[src/rtl/rob_commit_ctrl_if.sv]
`default_nettype none
// ============================================================================
//  Module   : rob_commit_ctrl_if
//  Brief    : Allocate / writeback / query / commit bundle for the ROB.
//  Revision : 1.0  initial release
// ============================================================================
interface rob_commit_ctrl_if #(
    parameter int TAG_W = 4
);
    logic             alloc_valid;
    logic [4:0]       alloc_reg_dest;
    logic             alloc_ready;
    logic [TAG_W-1:0] alloc_tag;

    logic             wb_valid;
    logic [TAG_W-1:0] wb_tag;
    logic [31:0]      wb_data;
    logic             wb_mispredict;
    logic [31:0]      wb_target;

    logic [TAG_W-1:0] q1_tag;
    logic [TAG_W-1:0] q2_tag;
    logic             q1_ready;
    logic             q2_ready;
    logic [31:0]      q1_data;
    logic [31:0]      q2_data;

    logic             commit_valid;
    logic [4:0]       commit_reg_dest;
    logic [TAG_W-1:0] commit_tag;
    logic [31:0]      commit_data;
    logic             clear;
    logic [31:0]      redirect_pc;

    modport master (
        output alloc_valid, alloc_reg_dest,
        output wb_valid, wb_tag, wb_data, wb_mispredict, wb_target,
        output q1_tag, q2_tag,
        input  alloc_ready, alloc_tag,
        input  q1_ready, q2_ready, q1_data, q2_data,
        input  commit_valid, commit_reg_dest, commit_tag, commit_data,
        input  clear, redirect_pc
    );

    modport slave (
        input  alloc_valid, alloc_reg_dest,
        input  wb_valid, wb_tag, wb_data, wb_mispredict, wb_target,
        input  q1_tag, q2_tag,
        output alloc_ready, alloc_tag,
        output q1_ready, q2_ready, q1_data, q2_data,
        output commit_valid, commit_reg_dest, commit_tag, commit_data,
        output clear, redirect_pc
    );
endinterface
`default_nettype wire

[src/rtl/rob_commit_ctrl.sv]
`default_nettype none
// ============================================================================
//  Module   : rob_commit_ctrl
//  Brief    : Reorder buffer with in-order commit and mispredict flush.
//  Revision : 1.0  initial release
// ============================================================================
module rob_commit_ctrl #(
    parameter int ROB_DEPTH = 16,
    parameter int TAG_W     = 4
) (
    input  logic               clk,
    input  logic               rst,
    input  logic               rdy_i,
    rob_commit_ctrl_if.slave   bus
);

    typedef enum logic [1:0] {
        ST_RUN   = 2'd0,
        ST_DRAIN = 2'd1,
        ST_FLUSH = 2'd2
    } state_t;

    localparam logic [TAG_W:0]   c_depth   = ROB_DEPTH[TAG_W:0];
    localparam logic [TAG_W:0]   c_cnt_one = {{TAG_W{1'b0}}, 1'b1};
    localparam logic [TAG_W-1:0] c_ptr_one = {{(TAG_W-1){1'b0}}, 1'b1};

    state_t                 state_q, state_d;
    logic [TAG_W-1:0]       head_q, tail_q;
    logic [TAG_W:0]         count_q;

    logic [ROB_DEPTH-1:0]   busy_q, done_q, mis_q;
    logic [4:0]             dest_q   [ROB_DEPTH];
    logic [31:0]            data_q   [ROB_DEPTH];
    logic [31:0]            target_q [ROB_DEPTH];

    logic                   commit_valid_q;
    logic [4:0]             commit_dest_q;
    logic [TAG_W-1:0]       commit_tag_q;
    logic [31:0]            commit_data_q;
    logic [31:0]            redirect_pc_q;

    logic w_alloc_ready, w_do_alloc, w_do_wb, w_do_commit, w_do_drain, w_head_ready;

    always_comb begin
        state_d      = state_q;
        w_do_commit  = 1'b0;
        w_do_drain   = 1'b0;
        w_head_ready = busy_q[head_q] & done_q[head_q];
        // No early free: a slot retired this cycle only becomes usable next cycle
        w_alloc_ready = (count_q < c_depth) && (state_q == ST_RUN);
        w_do_alloc    = bus.alloc_valid && w_alloc_ready;
        w_do_wb       = bus.wb_valid && (state_q == ST_RUN) && busy_q[bus.wb_tag];
        case (state_q)
            ST_RUN: begin
                if (w_head_ready) begin
                    w_do_commit = 1'b1;
                    if (mis_q[head_q]) state_d = ST_DRAIN;
                end
            end
            ST_DRAIN: begin
                w_do_drain = 1'b1;
                state_d    = ST_FLUSH;
            end
            ST_FLUSH: state_d = ST_RUN;
            default:  state_d = ST_RUN;
        endcase
    end

    always_ff @(posedge clk) begin
        if (rst) begin
            state_q        <= ST_RUN;
            head_q         <= '0;
            tail_q         <= '0;
            count_q        <= '0;
            busy_q         <= '0;
            done_q         <= '0;
            mis_q          <= '0;
            commit_valid_q <= 1'b0;
            commit_dest_q  <= '0;
            commit_tag_q   <= '0;
            commit_data_q  <= '0;
            redirect_pc_q  <= '0;
        end else if (rdy_i) begin
            state_q        <= state_d;
            commit_valid_q <= w_do_commit;
            if (w_do_commit) begin
                commit_dest_q <= dest_q[head_q];
                commit_tag_q  <= head_q;
                commit_data_q <= data_q[head_q];
                if (mis_q[head_q]) redirect_pc_q <= target_q[head_q];
            end

            if (w_do_drain) begin
                head_q  <= '0;
                tail_q  <= '0;
                count_q <= '0;
                busy_q  <= '0;
                done_q  <= '0;
            end else begin
                // Head and tail only coincide when empty or full, so these never collide
                if (w_do_alloc) begin
                    busy_q[tail_q] <= 1'b1;
                    done_q[tail_q] <= 1'b0;
                    mis_q[tail_q]  <= 1'b0;
                    dest_q[tail_q] <= bus.alloc_reg_dest;
                    tail_q         <= tail_q + c_ptr_one;
                end
                if (w_do_wb) begin
                    done_q[bus.wb_tag]   <= 1'b1;
                    mis_q[bus.wb_tag]    <= bus.wb_mispredict;
                    data_q[bus.wb_tag]   <= bus.wb_data;
                    target_q[bus.wb_tag] <= bus.wb_target;
                end
                if (w_do_commit) begin
                    busy_q[head_q] <= 1'b0;
                    head_q         <= head_q + c_ptr_one;
                end
                case ({w_do_alloc, w_do_commit})
                    2'b10:   count_q <= count_q + c_cnt_one;
                    2'b01:   count_q <= count_q - c_cnt_one;
                    default: count_q <= count_q;
                endcase
            end
        end
    end

    assign bus.alloc_ready     = w_alloc_ready;
    assign bus.alloc_tag       = tail_q;
    assign bus.q1_ready        = (bus.wb_valid && bus.wb_tag == bus.q1_tag) ||
                                 (busy_q[bus.q1_tag] & done_q[bus.q1_tag]);
    assign bus.q1_data         = (bus.wb_valid && bus.wb_tag == bus.q1_tag) ?
                                 bus.wb_data : data_q[bus.q1_tag];
    assign bus.q2_ready        = (bus.wb_valid && bus.wb_tag == bus.q2_tag) ||
                                 (busy_q[bus.q2_tag] & done_q[bus.q2_tag]);
    assign bus.q2_data         = (bus.wb_valid && bus.wb_tag == bus.q2_tag) ?
                                 bus.wb_data : data_q[bus.q2_tag];
    assign bus.commit_valid    = commit_valid_q;
    assign bus.commit_reg_dest = commit_dest_q;
    assign bus.commit_tag      = commit_tag_q;
    assign bus.commit_data     = commit_data_q;
    assign bus.clear           = (state_q == ST_FLUSH);
    assign bus.redirect_pc     = redirect_pc_q;

endmodule
`default_nettype wire

[src/flat_wrapper.sv]
// flat-port wrapper written by rule: the top's interface ports become plain ports
module rob_commit_ctrl_flat 
#(
    parameter int ROB_DEPTH = 16,
    parameter int TAG_W     = 4
)
  (clk, rst, rdy_i, bus_alloc_valid, bus_alloc_reg_dest, bus_wb_valid, bus_wb_tag, bus_wb_data, bus_wb_mispredict, bus_wb_target, bus_q1_tag, bus_q2_tag, bus_alloc_ready, bus_alloc_tag, bus_q1_ready, bus_q2_ready, bus_q1_data, bus_q2_data, bus_commit_valid, bus_commit_reg_dest, bus_commit_tag, bus_commit_data, bus_clear, bus_redirect_pc);
  rob_commit_ctrl_if #(.TAG_W(TAG_W)) bus_i ();
  input  logic clk;
  input  logic rst;
  input  logic rdy_i;
  input wire logic [$bits(bus_i.alloc_valid)-1:0] bus_alloc_valid;
  input wire logic [$bits(bus_i.alloc_reg_dest)-1:0] bus_alloc_reg_dest;
  input wire logic [$bits(bus_i.wb_valid)-1:0] bus_wb_valid;
  input wire logic [$bits(bus_i.wb_tag)-1:0] bus_wb_tag;
  input wire logic [$bits(bus_i.wb_data)-1:0] bus_wb_data;
  input wire logic [$bits(bus_i.wb_mispredict)-1:0] bus_wb_mispredict;
  input wire logic [$bits(bus_i.wb_target)-1:0] bus_wb_target;
  input wire logic [$bits(bus_i.q1_tag)-1:0] bus_q1_tag;
  input wire logic [$bits(bus_i.q2_tag)-1:0] bus_q2_tag;
  output wire logic [$bits(bus_i.alloc_ready)-1:0] bus_alloc_ready;
  output wire logic [$bits(bus_i.alloc_tag)-1:0] bus_alloc_tag;
  output wire logic [$bits(bus_i.q1_ready)-1:0] bus_q1_ready;
  output wire logic [$bits(bus_i.q2_ready)-1:0] bus_q2_ready;
  output wire logic [$bits(bus_i.q1_data)-1:0] bus_q1_data;
  output wire logic [$bits(bus_i.q2_data)-1:0] bus_q2_data;
  output wire logic [$bits(bus_i.commit_valid)-1:0] bus_commit_valid;
  output wire logic [$bits(bus_i.commit_reg_dest)-1:0] bus_commit_reg_dest;
  output wire logic [$bits(bus_i.commit_tag)-1:0] bus_commit_tag;
  output wire logic [$bits(bus_i.commit_data)-1:0] bus_commit_data;
  output wire logic [$bits(bus_i.clear)-1:0] bus_clear;
  output wire logic [$bits(bus_i.redirect_pc)-1:0] bus_redirect_pc;
  assign bus_i.alloc_valid = bus_alloc_valid;
  assign bus_i.alloc_reg_dest = bus_alloc_reg_dest;
  assign bus_i.wb_valid = bus_wb_valid;
  assign bus_i.wb_tag = bus_wb_tag;
  assign bus_i.wb_data = bus_wb_data;
  assign bus_i.wb_mispredict = bus_wb_mispredict;
  assign bus_i.wb_target = bus_wb_target;
  assign bus_i.q1_tag = bus_q1_tag;
  assign bus_i.q2_tag = bus_q2_tag;
  assign bus_alloc_ready = bus_i.alloc_ready;
  assign bus_alloc_tag = bus_i.alloc_tag;
  assign bus_q1_ready = bus_i.q1_ready;
  assign bus_q2_ready = bus_i.q2_ready;
  assign bus_q1_data = bus_i.q1_data;
  assign bus_q2_data = bus_i.q2_data;
  assign bus_commit_valid = bus_i.commit_valid;
  assign bus_commit_reg_dest = bus_i.commit_reg_dest;
  assign bus_commit_tag = bus_i.commit_tag;
  assign bus_commit_data = bus_i.commit_data;
  assign bus_clear = bus_i.clear;
  assign bus_redirect_pc = bus_i.redirect_pc;
  rob_commit_ctrl #(.ROB_DEPTH(ROB_DEPTH), .TAG_W(TAG_W)) u_core (.clk(clk), .rst(rst), .rdy_i(rdy_i), .bus(bus_i));
endmodule
[config.mk]
export PLATFORM = sky130hd
export DESIGN_NAME = rob_commit_ctrl_flat
export DESIGN_NICKNAME = d
export VERILOG_FILES = /design/src/rtl/rob_commit_ctrl_if.sv /design/src/rtl/rob_commit_ctrl.sv /design/src/flat_wrapper.sv
export SDC_FILE = /design/constraint.sdc
export NUM_CORES = 2
export LEC_CHECK = 0
export ABC_CLOCK_PERIOD_IN_PS = 11060
export BUFFER_PORTS_ARGS = -buffer_cell sky130_fd_sc_hd__buf_2
export CORE_UTILIZATION = 40
export CTS_CLUSTER_SIZE = 14
export DETAILED_ROUTE_END_ITERATION = 6
export PLACE_DENSITY = 0.62
export SKIP_CTS_REPAIR_TIMING = 1
export SYNTH_ARGS = -nofsm -noshare
export SYNTH_HDL_FRONTEND = slang
export SYNTH_SLANG_ARGS = --single-unit
[constraint.sdc]
create_clock -name clk -period 11.06 [get_ports clk]
set_clock_uncertainty 0.1 [all_clocks]
set_input_delay 3.318 -clock clk [delete_from_list [all_inputs] [get_ports clk]]
set_output_delay 3.318 -clock clk [all_outputs]
set_load 0.03 [all_outputs]
Yosys cells after proc, flatten, opt, wreduce, memory -nomap -nowiden
Memories as Yosys holds them, arrays and structs flattened. A register that Yosys moved wholly into a read port is not among the register bits.
Cells that the tools add are included.
{"block": "word_totals", "wordCells": 130, "regBits": 68, "output_inout_bits": 146, "in_bits": 87, "mem_bits_rw": 1104, "memories": 3}
{"memory": "u_core.data_q", "words": 16, "word_bits": 32, "rd": 3, "rd_ports_with_merged_regs": 1, "wr": 1, "line_no": "rob_commit_ctrl.sv:33", "text": "logic [31:0] data_q [ROB_DEPTH];"}
{"memory": "u_core.target_q", "words": 16, "word_bits": 32, "rd": 1, "rd_ports_with_merged_regs": 1, "wr": 1, "line_no": "rob_commit_ctrl.sv:34", "text": "logic [31:0] target_q [ROB_DEPTH];"}
{"memory": "u_core.dest_q", "words": 16, "word_bits": 5, "rd": 1, "rd_ports_with_merged_regs": 1, "wr": 1, "line_no": "rob_commit_ctrl.sv:32", "text": "logic [4:0] dest_q [ROB_DEPTH];"}
{"block": "op_classes", "n_reduce_logical": 22, "muxes": 64, "n_lt_le_gt_ge": 9, "add_sub_neg": 4, "bitwise_logic": 11, "n_eq_ne": 8}
{"operator": "16-bit 2-to-1 mux", "count": 17}
{"operator": "32-bit 2-to-1 mux", "count": 2}
{"operator": "16-bit AND", "count": 3}
{"operator": "1-bit binary-select mux with 4-bit select", "count": 8}
{"operator": "16-bit inverter", "count": 2}
{"operator": "16-bit OR", "count": 2}
{"operator": "4-bit by 5-bit < comparator with 1-bit output, second input constant", "count": 5}
{"operator": "1-bit 2-to-1 mux", "count": 24}
{"operator": "16-bit bitwise mux", "count": 1}
{"operator": "4-bit 2-to-1 mux", "count": 4}
{"operator": "1-bit demux with 4-bit select", "count": 3}
{"operator": "4-bit by 1-bit >= comparator with 1-bit output, second input constant", "count": 3}
{"operator": "5-bit one-hot mux with 2 select lines", "count": 1}
{"operator": "2-bit AND reduction", "count": 5}
{"operator": "1-bit logical AND", "count": 9}
{"operator": "4-bit by 1-bit adder with 4-bit output, second input constant", "count": 2}
{"operator": "4-bit equality test", "count": 2}
{"operator": "3-bit AND reduction", "count": 2}
{"operator": "5-bit by 1-bit adder with 5-bit output, second input constant", "count": 1}
{"operator": "5-bit < comparator, second input constant", "count": 1}
{"operator": "5-bit 2-to-1 mux", "count": 1}
{"operator": "5-bit by 1-bit subtractor with 5-bit output, second input constant", "count": 1}
{"operator": "2-bit by 1-bit equality test with 1-bit output, second input constant", "count": 2}
{"operator": "2-bit equality test, second input constant", "count": 2}
{"operator": "10 further kinds", "count": 15}

Logic depth before layout (Yosys ltp)
{"block": "depth", "word_depth": 13, "ltp_mapped": 17, "depth_no_buf": 13}

Worst setup path before layout
Ideal clock, no wire load.
{"block": "synth_timing", "kind": "input to register", "from": "input bus_wb_tag[1]", "to": "memory u_core.data_q[12][0], enable pin", "t_required_ps": 10395, "setup_ps": 565, "n_path_buf": 1, "stages": 4, "slack_ps": 1892, "t_arrival_ps": 8503, "cell_sequence": "clkbuf_1 mux4_2 nand3_1 nor3_1"}
{"block": "synth_via", "elab_chain_len": 8}
{"element": "start, declared", "line_no": "flat_wrapper.sv:15", "text": "input wire logic [$bits(bus_i.wb_tag)-1:0] bus_wb_tag;"}
{"element": "1-bit binary-select mux with 4-bit select", "line_no": "rob_commit_ctrl.sv:52", "text": "w_do_wb = bus.wb_valid && (state_q == ST_RUN) && busy_q[bus.wb_tag];"}
{"element": "1-bit 2-to-1 mux (implied by the code)", "line_no": "rob_commit_ctrl.sv:52"}
{"element": "1-bit logical AND", "line_no": "rob_commit_ctrl.sv:52"}
{"element": "1-bit 2-to-1 mux", "line_no": "rob_commit_ctrl.sv:108", "text": "if (w_do_wb) begin"}
{"element": "1-bit 2-to-1 mux", "line_no": "rob_commit_ctrl.sv:93", "text": "if (w_do_drain) begin"}
{"element": "1-bit 2-to-1 mux", "line_no": "rob_commit_ctrl.sv:83", "text": "end else if (rdy_i) begin"}
{"element": "1-bit 2-to-1 mux", "line_no": "rob_commit_ctrl.sv:70", "text": "if (rst) begin"}
{"element": "1-bit 2-to-1 mux (implied by the code)", "line_no": "rob_commit_ctrl.sv:111", "text": "data_q[bus.wb_tag] <= bus.wb_data;"}
{"element": "end, declared", "line_no": "rob_commit_ctrl.sv:33"}
Several ways; a longest one is shown, not always the timed one. The select of a mux whose other input is x is not followed.

Worst setup path after layout
{"block": "layout_timing", "from": "input bus_q1_tag[0]", "to": "output bus_q1_data[10]"}
{"block": "layout_via", "elab_chain_len": 3, "word_cells_on_any_way": 4, "cone_classes": "eq/ne (1); mux (1); reduce/logical (1); memory (1)"}
{"element": "start, declared", "line_no": "flat_wrapper.sv:19", "text": "input wire logic [$bits(bus_i.q1_tag)-1:0] bus_q1_tag;"}
{"element": "parallel branches: the longest is 2 deep, another holds memory 16 x 32 bit"}
{"element": "32-bit 2-to-1 mux (*)", "line_no": "rob_commit_ctrl.sv:131", "text": "assign bus.q1_data = (bus.wb_valid && bus.wb_tag == bus.q1_tag) ?"}
{"element": "end, declared", "line_no": "flat_wrapper.sv:25", "text": "output wire logic [$bits(bus_i.q1_data)-1:0] bus_q1_data;"}
Every way passes the cells marked *.

==> metrics.yaml <==
synth_top_family_by_area: "multiplexers"
cts-root-buf: "clkbuf_16"
worst_pin_slew_ns: 1.222
drt_iter0_markers: 3518
grt_pass1_wl_um: 226500
fin_area_um2: 64280
finalMaxSlewViolations: 0
yosysUniqueCellTypes: 56
grt_pass1_vias: 32035
min_path_type: "reg2reg"
cts_tree: "done"
numPortBuffers: 232
area_growth_pct: 13.75
place.gp.congestion: 0.8523
synth_fa_ha_area_share_pct: 0.2657
crit_fanout: 61
synth_edf_count: 1104
fill_cells: 11690
dp_hpwl_um: 86220
setup_viol: 0
intPower_uw: 7984
clock_latency_ns: 0.76
power_leakage_uw: 0.01974
timing_worst_setup_path_type: "in2out"
synth_compound_area_share_pct: 2.318
synth_nets: 2888
die_h_um: 377.9
utilization_pct: 45.96
p_sw_share_pct: 21.47
firstDrtPassIters: 7
ys_warn_count: 0
h-tree-depth: 4
ys_seq_area_share_pct: 63.52
worstPathRequired_ns: 7.64
power.share.combinational_pct: 4.7
synth_ff_type: "edfxtp_1"
post_drt_wl_per_cell_um: 31.30
core_um2: 139900
rows: 137
boundaryPins: 233
muxShareOfSynthArea_pct: 29.54
relSlewSlack_pct: 17.81
fin_crit_sh_pct: 84.40
endpoint_kind: "output pin"
synthXorXnorAreaFrac_pct: 0.2170
synthSimpleGateAreaFrac_pct: 2.201
power.switching_uw: 2183
finalNonFillerCells: 4998
syn_avg_cell_area_um2: 20.26
placed_area_um2: 59720
initial_core_util_pct: 40.40
numCtsBuffers: 138
ff_latch_area_um2: 35910
rsz0062_at_grt: "no"
dieWidth_um: 377.9
run_status: "finished clean"
drc: 0
hold_viol: 0
max_clock_freq_mhz: 107.1
drive_above_1_share_pct: 41.43
synthCells: 2789
final.min_clock_period_ns: 9.335
numClockSinks: 1241
die_area_um2: 142800
syn-cell-area_um2: 56510
grt.total_usage_pct: 22.07
max_cap_viol_count: 0
powerDensity_nw_per_um2: 158.2
arrival_ns: 5.92
drtAntennaViolNets: 0
viasPerCell: 6.190
cts.clk_slew.worst_paths_ns: 0.06
vias: 30937
place_inst: 4742
nets: 3105
antenna_found_initial: 19
synthArstFlopShare_pct: 0
peakVddDrop_mv: 0.1332
pwr-share-clk_pct: 45.1
worstSetupStartpointType: "primary input"
grt_overflow_total: 0
seqPwrFrac_pct: 50.1
ctsLongestPathBuffers: 3
fin_tns_setup_ns: 0
multiInputGateArea_um2: 19650
wl_um: 156400
grt_max_degree: 112
synth_seq_cells: 1241
==> stage by stage <==
step | hold WS (ns) | worst slack (ns) | total power (uW)
finish | 0.3662 | 1.725 | 10170
global route | 0.4022 | 1.572 | 10470
CTS | 0.3672 | 1.645 | 10260
detailed placement | 0.3578 | 1.679 | 5682
global placement | 0.3624 | 1.697 | 5671
floorplan | 0.3600 | 1.892 | 5498
==> power groups by stage <==
stage / Clock [uW] / Combinational (uW) / Sequential [uW]
after floorplan: 0 / 298 / 5200
after global placement: 0 / 474 / 5200
after detailed placement: 0 / 484 / 5200
after CTS: 4680 / 486 / 5100
after global routing: 4860 / 510 / 5100
final: 4590 / 483 / 5100
==> worst max-delay path: stages <==
cell,delay (ns)
clkbuf_8,0.61
buf_12,0.36
mux4_2,0.57
mux4_2,0.48
mux2_2,0.33
buf_2,0.19
==> cells in the mapped netlist, types with 3 or more instances <==
cell type	instances	area [um^2]
edfxtp_1	1104	33150
mux4_2	687	15470
dfxtp_1	137	2743
nor2_1	129	484.2
clkbuf_1	115	431.7
mux2_2	64	720.7
o21ai_0	57	285.3
buf_2	52	260.3
mux2i_1	50	500.5
a21oi_1	43	215.2
nand3_1	40	200.2
a22oi_1	39	292.8
nand2_1	36	135.1
buf_1	30	112.6
o21ai_1	28	140.1
nor3_1	26	130.1
a21o_1	18	135.1
a31oi_1	17	106.4
buf_4	14	105.1
ha_1	12	150.1
nand2b_1	10	62.56
buf_6	8	90.09
inv_1	8	30.03
xnor2_1	7	61.31
xor2_1	7	61.31
nor2b_1	5	31.28
nor4_1	5	31.28
buf_8	4	60.06
or2_2	3	18.77
==> layer usage <==
metal | vias to the layer above | global-route usage [%] | wire, um
li1 | 12481 | - | -
met1 | 16550 | 29.56 | 62170
met2 | 1573 | 36.32 | 77340
met3 | 317 | 4.179 | 12390
met4 | 16 | 7.272 | 4423
met5 | - | 0 | 102
==> final cells by class <==
type,count,area share [%]
diodes,1,0.003893
multi-input cells,1315,30.56
clock inverters,69,1.018
clock buffers,186,6.073
inverters,10,0.05839
repair buffers,300,2.776
flip-flops and latches,1241,55.86
well taps,1876,3.651
==> state kept, by name, indices dropped and copies added, names as in the netlist, 16 cells and up <==
| register | flops |
|---|---|
| u_core.data_q | 512 |
| u_core.target_q | 512 |
| u_core.dest_q | 80 |
| u_core.bus.commit_data | 32 |
| u_core.bus.redirect_pc | 32 |
| u_core.busy_q | 16 |
| u_core.done_q | 16 |
| u_core.mis_q | 16 |
==> cell families after synthesis <==
group / count (synthesis)
flops: 1241
mux: 801
simple gates: 271
buf+inv: 233
compound gates: 217
xor+xnor: 14
fa+ha+maj: 12
==> cells in the final DEF, fill, tap and decap left out, types with 3 or more instances in the layout <==
cell / count
ha_1: 12
buf_2: 225
o21ai_1: 28
mux4_2: 687
mux2i_1: 50
nand3_1: 40
buf_4: 65
clkinv_2: 19
a22oi_1: 39
clkbuf_8: 12
nor2_1: 121
clkbuf_1: 30
nand2_1: 36
mux2_2: 64
nor3_1: 18
edfxtp_1: 1104
dfxtp_4: 4
a21oi_1: 43
nor2_4: 8
inv_1: 8
inv_6: 9
nor3_2: 8
or2_2: 3
clkinv_4: 7
a21o_1: 18
clkbuf_16: 146
buf_12: 6
bufinv_16: 9
dfxtp_1: 133
nor2b_1: 5
clkinvlp_4: 7
nor4_1: 5
clkinv_1: 17
nand2b_1: 10
o21ai_0: 57
xor2_1: 7
xnor2_1: 7
a31oi_1: 17
==> final timing paths <==
kind,start,endpoint,slack [ns],cells after the start
setup reg to reg,u_core.head_q[2]$_SDFFE_PP0P_,u_core.count_q[4]$_SDFFE_PP0P_,5.33,14
hold / removal,u_core.bus.commit_valid$_SDFFE_PP0P_,u_core.bus.commit_valid$_SDFFE_PP0P_,0.37,2
setup / recovery,bus_q1_tag[0],bus_q1_data[10],1.72,6
hold reg to reg,u_core.bus.commit_valid$_SDFFE_PP0P_,u_core.bus.commit_valid$_SDFFE_PP0P_,0.37,2
Power figures use the tool's default switching activity.
